### src/rtl/fp16_divider_iterative.sv
// FP16 (1/5/10, bias 15) divider: restoring division, one quotient bit per clock, with RNE rounding.
// Saturates to SAT_VALUE on overflow and on divide-by-zero, and flushes underflow to zero.
module fp16_divider_iterative #(
    parameter int          BIAS      = 15,
    parameter logic [15:0] SAT_VALUE = 16'h7F80
) (
    input  logic        clk,
    input  logic        rst,
    input  logic        in_valid,
    output logic        in_ready,
    input  logic [15:0] a,
    input  logic [15:0] b,
    output logic        out_valid,
    input  logic        out_ready,
    output logic [15:0] result,
    output logic        overflow,
    output logic        underflow,
    output logic        div_by_zero
);
    typedef enum logic [1:0] {IDLE, DIVIDE, ROUND, DONE} state_t;

    localparam logic signed [7:0] BIAS_S = BIAS[7:0];

    state_t             state_reg, state_next;
    logic [12:0]        rem_reg, q_reg;
    logic [10:0]        mb_reg;
    logic [3:0]         cnt_reg;
    logic signed [7:0]  exp_reg;
    logic               sign_reg, special_reg, dbz_reg;

    // operand decode (exponent 0 covers both zero and flushed subnormals)
    logic               a_zero, b_zero, ma_lt;
    logic [10:0]        ma, mb;
    logic signed [7:0]  exp_calc;
    logic [12:0]        dividend;

    assign a_zero   = (a[14:10] == 5'd0);
    assign b_zero   = (b[14:10] == 5'd0);
    assign ma       = {1'b1, a[9:0]};
    assign mb       = {1'b1, b[9:0]};
    assign ma_lt    = (ma < mb);
    assign exp_calc = $signed({3'b000, a[14:10]}) - $signed({3'b000, b[14:10]}) + BIAS_S
                      - (ma_lt ? 8'sd1 : 8'sd0);
    assign dividend = ma_lt ? {1'b0, ma, 1'b0} : {2'b00, ma};

    // one restoring step
    logic               rem_ge;
    logic [12:0]        rem_sel, rem_step;

    assign rem_ge   = (rem_reg >= {2'b00, mb_reg});
    assign rem_sel  = rem_ge ? (rem_reg - {2'b00, mb_reg}) : rem_reg;
    assign rem_step = rem_sel << 1;

    // round to nearest even; q[1] guard, q[0] round, leftover remainder is sticky
    logic               sticky, round_up;
    logic [11:0]        m;
    logic signed [7:0]  exp_rnd;
    logic [9:0]         frac;

    assign sticky   = |rem_reg;
    assign round_up = q_reg[1] & (q_reg[0] | sticky | q_reg[2]);
    assign m        = {1'b0, q_reg[12:2]} + {11'd0, round_up};
    assign exp_rnd  = exp_reg + (m[11] ? 8'sd1 : 8'sd0);
    assign frac     = m[11] ? m[10:1] : m[9:0];

    assign in_ready = (state_reg == IDLE);

    always_ff @(posedge clk) begin
        if (rst) state_reg <= IDLE;
        else     state_reg <= state_next;
    end

    // zero and divide-by-zero operands skip DIVIDE and are resolved in ROUND
    always_comb begin
        state_next = state_reg;
        case (state_reg)
            IDLE:    if (in_valid) state_next = (a_zero || b_zero) ? ROUND : DIVIDE;
            DIVIDE:  if (cnt_reg == 4'd12) state_next = ROUND;
            ROUND:   state_next = DONE;
            DONE:    if (out_ready) state_next = IDLE;
            default: state_next = IDLE;
        endcase
    end

    always_ff @(posedge clk) begin
        if (rst) begin
            rem_reg     <= '0;
            q_reg       <= '0;
            mb_reg      <= '0;
            cnt_reg     <= '0;
            exp_reg     <= '0;
            sign_reg    <= 1'b0;
            special_reg <= 1'b0;
            dbz_reg     <= 1'b0;
            out_valid   <= 1'b0;
            result      <= '0;
            overflow    <= 1'b0;
            underflow   <= 1'b0;
            div_by_zero <= 1'b0;
        end else begin
            case (state_reg)
                IDLE: begin
                    if (in_valid) begin
                        sign_reg    <= a[15] ^ b[15];
                        special_reg <= a_zero | b_zero;
                        dbz_reg     <= b_zero;
                        exp_reg     <= exp_calc;
                        rem_reg     <= dividend;
                        mb_reg      <= mb;
                        q_reg       <= '0;
                        cnt_reg     <= '0;
                    end
                end
                DIVIDE: begin
                    rem_reg <= rem_step;
                    q_reg   <= {q_reg[11:0], rem_ge};
                    cnt_reg <= cnt_reg + 4'd1;
                end
                ROUND: begin
                    out_valid <= 1'b1;
                    if (special_reg) begin
                        result      <= dbz_reg ? SAT_VALUE : 16'h0000;
                        div_by_zero <= dbz_reg;
                    end else if (exp_rnd >= 8'sd31) begin
                        result   <= SAT_VALUE;
                        overflow <= 1'b1;
                    end else if (exp_rnd <= 8'sd0) begin
                        result    <= 16'h0000;
                        underflow <= 1'b1;
                    end else begin
                        result <= {sign_reg, exp_rnd[4:0], frac};
                    end
                end
                DONE: begin
                    if (out_ready) begin
                        out_valid   <= 1'b0;
                        overflow    <= 1'b0;
                        underflow   <= 1'b0;
                        div_by_zero <= 1'b0;
                    end
                end
                default: ;
            endcase
        end
    end
endmodule

### config.mk
export PLATFORM = sky130hd
export DESIGN_NAME = fp16_divider_iterative
export DESIGN_NICKNAME = d
export VERILOG_FILES = /design/src/rtl/fp16_divider_iterative.sv
export SDC_FILE = /design/constraint.sdc
export NUM_CORES = 1
export LEC_CHECK = 0
export CAP_MARGIN = 20
export CORE_MARGIN = 4
export CORE_UTILIZATION = 57
export CTS_CLUSTER_DIAMETER = 40
export DETAILED_ROUTE_END_ITERATION = 8
export PLACE_DENSITY = 0.85
export SLEW_MARGIN = 15
export SYNTH_ARGS = -nofsm -noshare
export SYNTH_HDL_FRONTEND = slang
export SYNTH_SLANG_ARGS = --single-unit
export TNS_END_PERCENT = 5
### constraint.sdc
create_clock -name clk -period 4.2 [get_ports clk]
set_input_delay 0.84 -clock clk [delete_from_list [all_inputs] [get_ports clk]]
set_output_delay 0.84 -clock clk [all_outputs]
set_load 0.005 [all_outputs]
# Yosys cells after proc, flatten, opt, wreduce, memory -nomap -nowiden
# Index checks and enable logic that the tools add are counted.
# totals
register_bits,74
inputBits,36
# classes
n_addsub,7
order_cmp,4
n_eq_ne,12
mux,31
n_bitwise,5
reduce_logical,14
# op_table
cell,n
13-bit case mux with 2 select lines,2
16-bit 2-to-1 mux,3
13-bit 2-to-1 mux,2
12-bit 2-to-1 mux,2
"2-bit != test, second input constant",8
15-bit 2-to-1 mux,1
13-bit by 11-bit greater-or-equal comparator with 1-bit output,1
13-bit OR reduction,1
11-bit by 1-bit adder with 12-bit output,1
12-bit by 11-bit subtractor with 12-bit output,1
11-bit < comparator,1
5-bit logical NOT,2
10-bit 2-to-1 mux,1
1-bit 2-to-1 mux,9
8-bit by 2-bit adder with 8-bit output,1
"8-bit by 6-bit greater-or-equal comparator with 1-bit output, second input constant",1
"8-bit by 1-bit less-or-equal comparator with 1-bit output, second input constant",1
2-bit 2-to-1 mux,4
1-bit case mux with 2 select lines,4
2-bit case mux with 4 select lines,1
4-bit case mux with 2 select lines,1
7-bit by 2-bit subtractor with 8-bit output,1
"6-bit by 5-bit adder with 7-bit output, second input constant",1
2-bit AND reduction,3
other kinds (15),20

# Longest topological paths before layout
# depth
depth_word,12
depth_mapped,17
ltp_nobuf,16

# Worst setup path before layout
# No wires, ideal clock.
# synth_path
path_type,in2reg
startpoint,input port b[4]
endpoint,register exp_reg[5]
t_arrival_ps,3160
required_ps,4068
slack_ps,908
stages,17
n_path_buf,1
path_cell_list,inv_1 -> ha_1 -> a21oi_1 -> o21ai_0 -> o2111ai_1 -> nand2_1 -> buf_2 -> ha_1 -> ha_1 -> inv_1 -> fa_1 -> nor2b_1 -> o21a_1 -> nor2_1 -> nor3_1 -> nand3b_1 -> a21oi_1
# synth_via
elab_chain_len,3
# synth_rtl
item,line_no,text
from (decl),12,"input logic [15:0] b,"
11-bit < comparator,41,assign ma_lt = (ma < mb);
1-bit 2-to-1 mux,43,- (ma_lt ? 8'sd1 : 8'sd0);
7-bit by 2-bit subtractor with 8-bit output,43,
to (signal assigned),107,exp_reg <= exp_calc;
to (decl),28,logic signed [7:0] exp_reg;
# Every way passes these cells.
# A chain may end at the register's enable or synchronous reset.

# Final worst setup path
# layout_path
startpoint,register q_reg[2]
endpoint,register overflow
# layout_via
elab_chain_len,8
# layout_rtl
item,line_no,text
from (decl),25,"logic [12:0] rem_reg, q_reg;"
from (signal assigned),116,"q_reg <= {q_reg[11:0], rem_ge};"
1-bit OR,61,assign round_up = q_reg[1] & (q_reg[0] | sticky | q_reg[2]);
1-bit bitwise AND,61,
11-bit by 1-bit adder with 12-bit output (*),62,"assign m = {1'b0, q_reg[12:2]} + {11'd0, round_up};"
1-bit 2-to-1 mux (*),63,assign exp_rnd = exp_reg + (m[11] ? 8'sd1 : 8'sd0);
8-bit by 2-bit adder with 8-bit output (*),63,
8-bit by 6-bit greater-or-equal comparator with 1-bit output (*),124,end else if (exp_rnd >= 8'sd31) begin
2-bit != test (no source line) (*),-,
4-bit AND reduction (no source line) (*),-,
to (signal assigned),97,overflow <= 1'b0;
to (signal assigned),126,overflow <= 1'b1;
to (signal assigned),137,overflow <= 1'b0;
to (decl),16,"output logic overflow,"
# Every way passes the cells marked *; elsewhere a longest branch is shown, timed or not.

==> impl_metrics.json <==
{
  "numClockSinks": 74,
  "wl_met3_um": 668,
  "insertion_delay_ns": 0.35,
  "finalClockSkew_ns": 0.0111,
  "num_vias": 4446,
  "die_width_um": 99.1,
  "dieArea_um2": 9820,
  "path_max_fanout": 7,
  "p_sw_mw": 1.39,
  "synthArstFlopShare_pct": 0,
  "p_int_mw": 1.79,
  "antenna_cells": 0,
  "area_growth_pct": 16.8,
  "grt_usage_pct": 24.4,
  "cp_slowest_stage_delay_ns": 0.44,
  "yosys.area.top_type": "dfxtp_1",
  "pre_cts_ws_ns": 0.489,
  "fill_cells": 637,
  "fmax_mhz": 290,
  "grt_overflow_total": 0,
  "postSynthAreaPerCell_um2": 8.08,
  "swShare_pct": 43.7,
  "final_cells": 740,
  "required_ns": 4.45,
  "top_layer_used": "met4",
  "finalSetupTns_ns": 0,
  "ys_ff_latch": 74,
  "combPwrFrac_pct": 53.4,
  "grt_antenna_before_repair": 0,
  "path_clk_slew_ns": 0.08,
  "fin_area_um2": 5530,
  "critical-path-slowest-cell": "dfxtp_1",
  "die_h_um": 99.1,
  "synth_cells": 586,
  "drc": 0,
  "fin_hold_ws_ns": 0.440,
  "relSlewSlack_pct": 47.7,
  "synth.cell_area_um2": 4730,
  "grt_pass1_vias": 4321,
  "port_buffers": 56,
  "clock-root-buffer": "clkbuf_8",
  "leakage_nw": 2.21,
  "worst_slack_ns": 0.751,
  "synth_common_cells": "nand2_1, dfxtp_1, nor2_1",
  "drt-met1-wl_mm": 5.09,
  "synth-edff-count": 0,
  "endpoint_kind": "flop",
  "startpoint_type": "flop",
  "drive_above_1_share_pct": 5.49,
  "worstSetupPathType": "reg -> reg",
  "hold_class": "reg -> reg",
  "yosysMostFrequentCell": "nand2_1",
  "synth_top_area_share_pct": 31.3,
  "hold_violations": 0,
  "finalSetupViolCount": 0,
  "final_util_pct": 70.1,
  "synthTopCellsByArea": "dfxtp_1, ha_1, nand2_1, a21oi_1, nor2_1",
  "synthFlopType": "dfxtp_1",
  "layout.nets": 711,
  "synth_cell_types": 69,
  "power_mw": 3.18,
  "ys_warn_count": 0,
  "cts_hold_buf": 0,
  "first_pass_iters": 5,
  "wl_per_cell_um": 15.9,
  "routed-wl-met2_mm": 5.79,
  "fin_crit_ns": 3.45,
  "r2r_setup_slack_ns": 0.75,
  "coreArea_um2": 7890,
  "route.antenna.remaining_nets": 0,
  "slew_viol_final": 0,
  "drt_iter0_drc": 325,
  "cp_common_cell": "ha_1",
  "routed_via_density": 6.01,
  "grt_setup_unrepaired": "false",
  "maxCapViolations": 0,
  "power_frac_seq_pct": 29.3,
  "rows": 32,
  "grt_pass1_wl_mm": 19.7,
  "status": "complete, no violations",
  "numCtsBuffers": 9,
  "start_util_pct": 60.0,
  "ys_seq_area_share_pct": 31.3,
  "hpwl_mm": 8.91,
  "clkPwrFrac_pct": 17.3,
  "mappedNetlistNets": 664,
  "cts_tree": "yes",
  "ir_drop_mv": 0.355,
  "htreeDepth": 3,
  "worst-path-buf-inv": 0,
  "ctsResizeCount": 0,
  "cp_cell_sequence": "nand3_1 > nor3_2 > and3_1 > ha_1 > ha_1 > xnor2_1 > nand2_1 > o31a_1 > a41o_2 > and2_1 > o21bai_2 > mux2_1",
  "io_pins": 57,
  "worst_slew_pin_slew_ns": 0.783,
  "post-cts-setup-buffers": 0,
  "critical_path_arrival_ns": 3.70,
  "period_share_pct": 82.1,
  "dpl.cell_count": 724,
  "powerDensity_nw_per_um2": 576,
  "finalWirelength_mm": 11.8,
  "grt_max_degree": 31,
  "postPlaceCellArea_um2": 5330,
  "crit_family": "simple AND/OR/NAND/NOR gates",
  "routabilityCongestion": 0.952,
  "largest_reg_flops": 16,
  "cts_buffer_depth": 2
}
power groups by stage:
| stage | clock network [mW] | logic, mW | registers, mW |
|---|---|---|---|
| after floorplan | 0 | 1.31 | 0.913 |
| after CTS | 0.555 | 1.67 | 0.929 |
| after global placement | 0 | 1.60 | 0.938 |
| after detailed placement | 0 | 1.65 | 0.944 |
| after global routing | 0.589 | 1.87 | 0.952 |
| final | 0.552 | 1.70 | 0.933 |
worst register-to-register path: stages, from the launching register on:
cell and delay [ns]:
dfxtp_1 0.44, nand3_1 0.15, nor3_2 0.35, and3_1 0.38, ha_1 0.26, ha_1 0.28, xnor2_1 0.14, nand2_1 0.07
o31a_1 0.28, a41o_2 0.30, and2_1 0.23, o21bai_2 0.13, mux2_1 0.33
layout make-up:
type / instances / area (um^2) / share of cell area, %
Sequential cell: 74 / 1480 / 26.8
Clock buffer: 10 / 128 / 2.31
Tap cell: 102 / 128 / 2.31
Timing Repair Buffer: 59 / 578 / 10.5
Inverter: 43 / 161 / 2.92
Clock inverter: 6 / 66.3 / 1.20
Multi-Input combinational cell: 446 / 2990 / 54.0
routing by layer:
layer  vias up  track usage, %
li1       2156               -
met1      2107            30.5
met2       162            42.4
met3        21            3.51
met4         0            9.35
met5         -               0
worst paths after layout:
check,end,cells after the start,from
worst max-delay path,overflow,12,q_reg[2]
worst min-delay path,result[5],2,result[5]
worst max register to register,overflow,12,q_reg[2]
worst min register to register,result[5],2,result[5]
kinds of logic (layout without fill, tap and decap cells):
kind of cell | Yosys count | count (layout) | share of synthesized area, %
buf+inv | 66 | 118 | 5.61
flops | 74 | 74 | 31.3
fa+ha+maj | 42 | 42 | 11.6
compound gates | 153 | 153 | 21.4
xor+xnor | 24 | 24 | 4.44
simple gates | 208 | 208 | 21.6
mux | 19 | 19 | 4.05
layout by cell type (no fill, tap or decap), drive strengths merged, types with 4 or more instances in the layout:
master and count:
mux2i 18, o211ai 5, nand3 16, clkinv 4, nand2 81, buf 4
a21oi 49, inv 44, o21ai 27, ha 39, a21o 4, xnor2 15
nor2b 10, a22oi 18, a211oi 6, clkbuf 10, clkdlybuf4s50 55, nor4 7
nor3 11, a31oi 6, and3 4, xor2 9, nor2 54, dfxtp 74
nand2b 9, o21bai 6, and2 6
Power figures use the tool's default switching activity.
==> patch, RTL diff (config.mk and constraints unchanged) <==
Register the output `underflow` once more, cleared by the reset; this adds one clock of latency there. The other outputs are not delayed to match.
--- a/src/rtl/fp16_divider_iterative.sv
+++ b/src/rtl/fp16_divider_iterative.sv
@@ -20,6 +20,8 @@
     typedef enum logic [1:0] {IDLE, DIVIDE, ROUND, DONE} state_t;
 
     localparam logic signed [7:0] BIAS_S = BIAS[7:0];
+
+    logic underflow_s0;
 
     state_t             state_reg, state_next;
     logic [12:0]        rem_reg, q_reg;
@@ -95,7 +97,7 @@
             out_valid   <= 1'b0;
             result      <= '0;
             overflow    <= 1'b0;
-            underflow   <= 1'b0;
+            underflow_s0 <= 1'b0;
             div_by_zero <= 1'b0;
         end else begin
             case (state_reg)
@@ -126,7 +128,7 @@
                         overflow <= 1'b1;
                     end else if (exp_rnd <= 8'sd0) begin
                         result    <= 16'h0000;
-                        underflow <= 1'b1;
+                        underflow_s0 <= 1'b1;
                     end else begin
                         result <= {sign_reg, exp_rnd[4:0], frac};
                     end
@@ -135,7 +137,7 @@
                     if (out_ready) begin
                         out_valid   <= 1'b0;
                         overflow    <= 1'b0;
-                        underflow   <= 1'b0;
+                        underflow_s0 <= 1'b0;
                         div_by_zero <= 1'b0;
                     end
                 end
@@ -143,5 +145,13 @@
             endcase
         end
     end
+    always_ff @(posedge clk) begin
+        if (rst) begin
+            underflow <= '0;
+        end else begin
+            underflow <= underflow_s0;
+        end
+    end
+
 endmodule
 
Check against the original RTL: same outputs for any inputs over 10 cycles, from zero or initial values and one cycle with rst high; that may be too few to reach the edited logic, so the function may still have changed.
==> patch against the original RTL <==
Worst hold slack gained 25 ps. Highest routed layer unchanged. Final area down 0.66%. Sequential cell count increased by 1. Critical path type unchanged. Total power fell by 0.31%. Synthesized area shrank 1.7%. Setup slack got worse by 260 ps. Clock power rose by 16%. Routed wire length fell by 1.1%.
==> patch: results (changes against the original RTL) <==
Outcome
  • Outcome: complete, no violations

Yosys
  • Area contributors post-synth: dfxtp_1 (32%), ha_1 (10%), nand2_1 (6.4%), mux2i_1 (4.3%), nor2_1 (4.3%)
  • Warnings, synthesis: 0 (unchanged)
  • Post-synth top cells: nand2_1 (79), dfxtp_1 (75), nor2_1 (53)
  • Area fraction in compound gates after synthesis: 0.213 (-0.00163)
  • Syn_nets: 656 (-1.2%)
  • Post-Synth Adder-Cell Area: 0.118 (+0.00203)
  • Fraction of registers with async set/reset: 0 (unchanged)
  • Mux share of post-synthesis cell area: 0.0430 (+0.00259)
  • Synth Flop Type: dfxtp_1
  • Post-synthesis cell type count: 57 (-17%)
  • Post-synthesis sequential area ratio: 0.323 (+0.00978)
  • Xor/xnor cell area share of the yosys netlist: 0.0471 (+0.00266)

Pwr
  • Pleak: 2.23 nW (+0.54%)
  • Peak VDD IR: 0.308 mV (-13%)
  • Switching share of power: 0.422 (-0.0151)
  • Register share of total power: 0.299 (+0.006)
  • P_comb: 1.58 mW (-7%)

CTS
  • Postcts setup bufs: 0 (unchanged)
  • Root Driver: clkbuf_8
  • Htree depth: 3 (unchanged)
  • Post-cts sizing count: 0 (unchanged)
  • Clk Latency, worst-skew pair: 360 ps
  • CTS buffer count: 9 (unchanged)
  • Bufs on Longest Clock Path: 2 (unchanged)
  • Clock Pin Slew Worst Setup and Hold Paths: 90 ps

Min path
  • Min-Delay Path Class: reg -> reg

Global routing
  • First-pass GRT wire length: 19900 um (+0.95%)
  • Total Routing Usage GR: 0.248 (+0.00433)
  • Antenna violations before repair: 0 (unchanged)
  • Largest net degree at the start of global routing: 44 (+42%)
  • Vias in the first global route: 4205 (-2.7%)

Route
  • Starting DRT DRC Count: 352 (+8.3%)
  • Drt first pass iters: 6 (+1)
  • # DRC: 0 (unchanged)
  • Vias after detailed routing: 4419 (-0.61%)
  • Drt wl/cell: 15.9 um (about the same)

Final layout
  • Layout cells sized above 1: 0.0413 (-0.0136)
  • Largest register FFs: 16 (unchanged)
  • Fillers: 633 (-0.63%)
  • Final nets: 703 (-1.1%)
  • # diodes: 0 (unchanged)

Placement
  • Routability congestion estimate: 0.932 (-2.1%)
  • DP HPWL: 8790 um (-1.4%)
  • IO Port Bufs: 56 (unchanged)

Timing
  • Setup TNS: 0 ps (unchanged)
  • Clock skew: 13.0 ps (+1.90 ps)
  • Slew @ Worst Pin: 814 ps (+30.5 ps)

Setup path
  • Worst Path Arrival: 3980 ps (+280 ps)
  • Crit-path max FO: 9 (+2)
## patch: changes by cell type after synthesis, moves of 5 or more
cell,delta
a32o_1,+5
a21oi_1,-12
a31oi_1,+7
o21ai_1,-7
o21ai_0,+5
## patch: stage by stage
stage               instances  instance area [um2]  power [mW]  setup WS (ps)  hold WS [ps]
detailed placement        716                 5260        2.51            304           455
finish                    732                 5490        3.17            486           464
global route              732                 5490        3.41            225           493
global placement          716                 5260        2.45            469           446
CTS                       732                 5490        3.16            535           466
floorplan                 578                 4650        2.14            518           435
## patch: area by class of cell
type,count,area share
clock inverters,7,0.0189
inverters,48,0.0328
well taps,102,0.0232
flip-flops and latches,75,0.273
multi-input cells,432,0.524
repair buffers,59,0.105
clock buffers,9,0.0226
## patch: critical path: stages (launching register included)
cell	delay, ps
dfxtp_1	470
and4_1	300
nand3_1	150
nor2_1	200
nand3_1	280
inv_1	250
ha_1	220
ha_1	280
xor2_1	100
or4_4	430
a211oi_2	190
nand2_1	100
nor3b_4	180
nor3b_4	200
a32o_1	270
## patch: path summary, 6_finish.rpt
path,slack [ps],cells after the start,start,end
max,490,14,q_reg[4],result[4]
min,460,2,mb_reg[3],mb_reg[3]
max reg2reg,490,14,q_reg[4],result[4]
min reg2reg,460,2,mb_reg[3],mb_reg[3]
## patch: layer usage
| metal | up-vias | global-route usage | routed length, um |
|---|---|---|---|
| li1 | 2148 | - | - |
| met1 | 2067 | 0.325 | 4970 |
| met2 | 179 | 0.423 | 5710 |
| met3 | 25 | 0.0336 | 723 |
| met4 | 0 | 0.0788 | 231 |
| met5 | - | 0 | 0 |
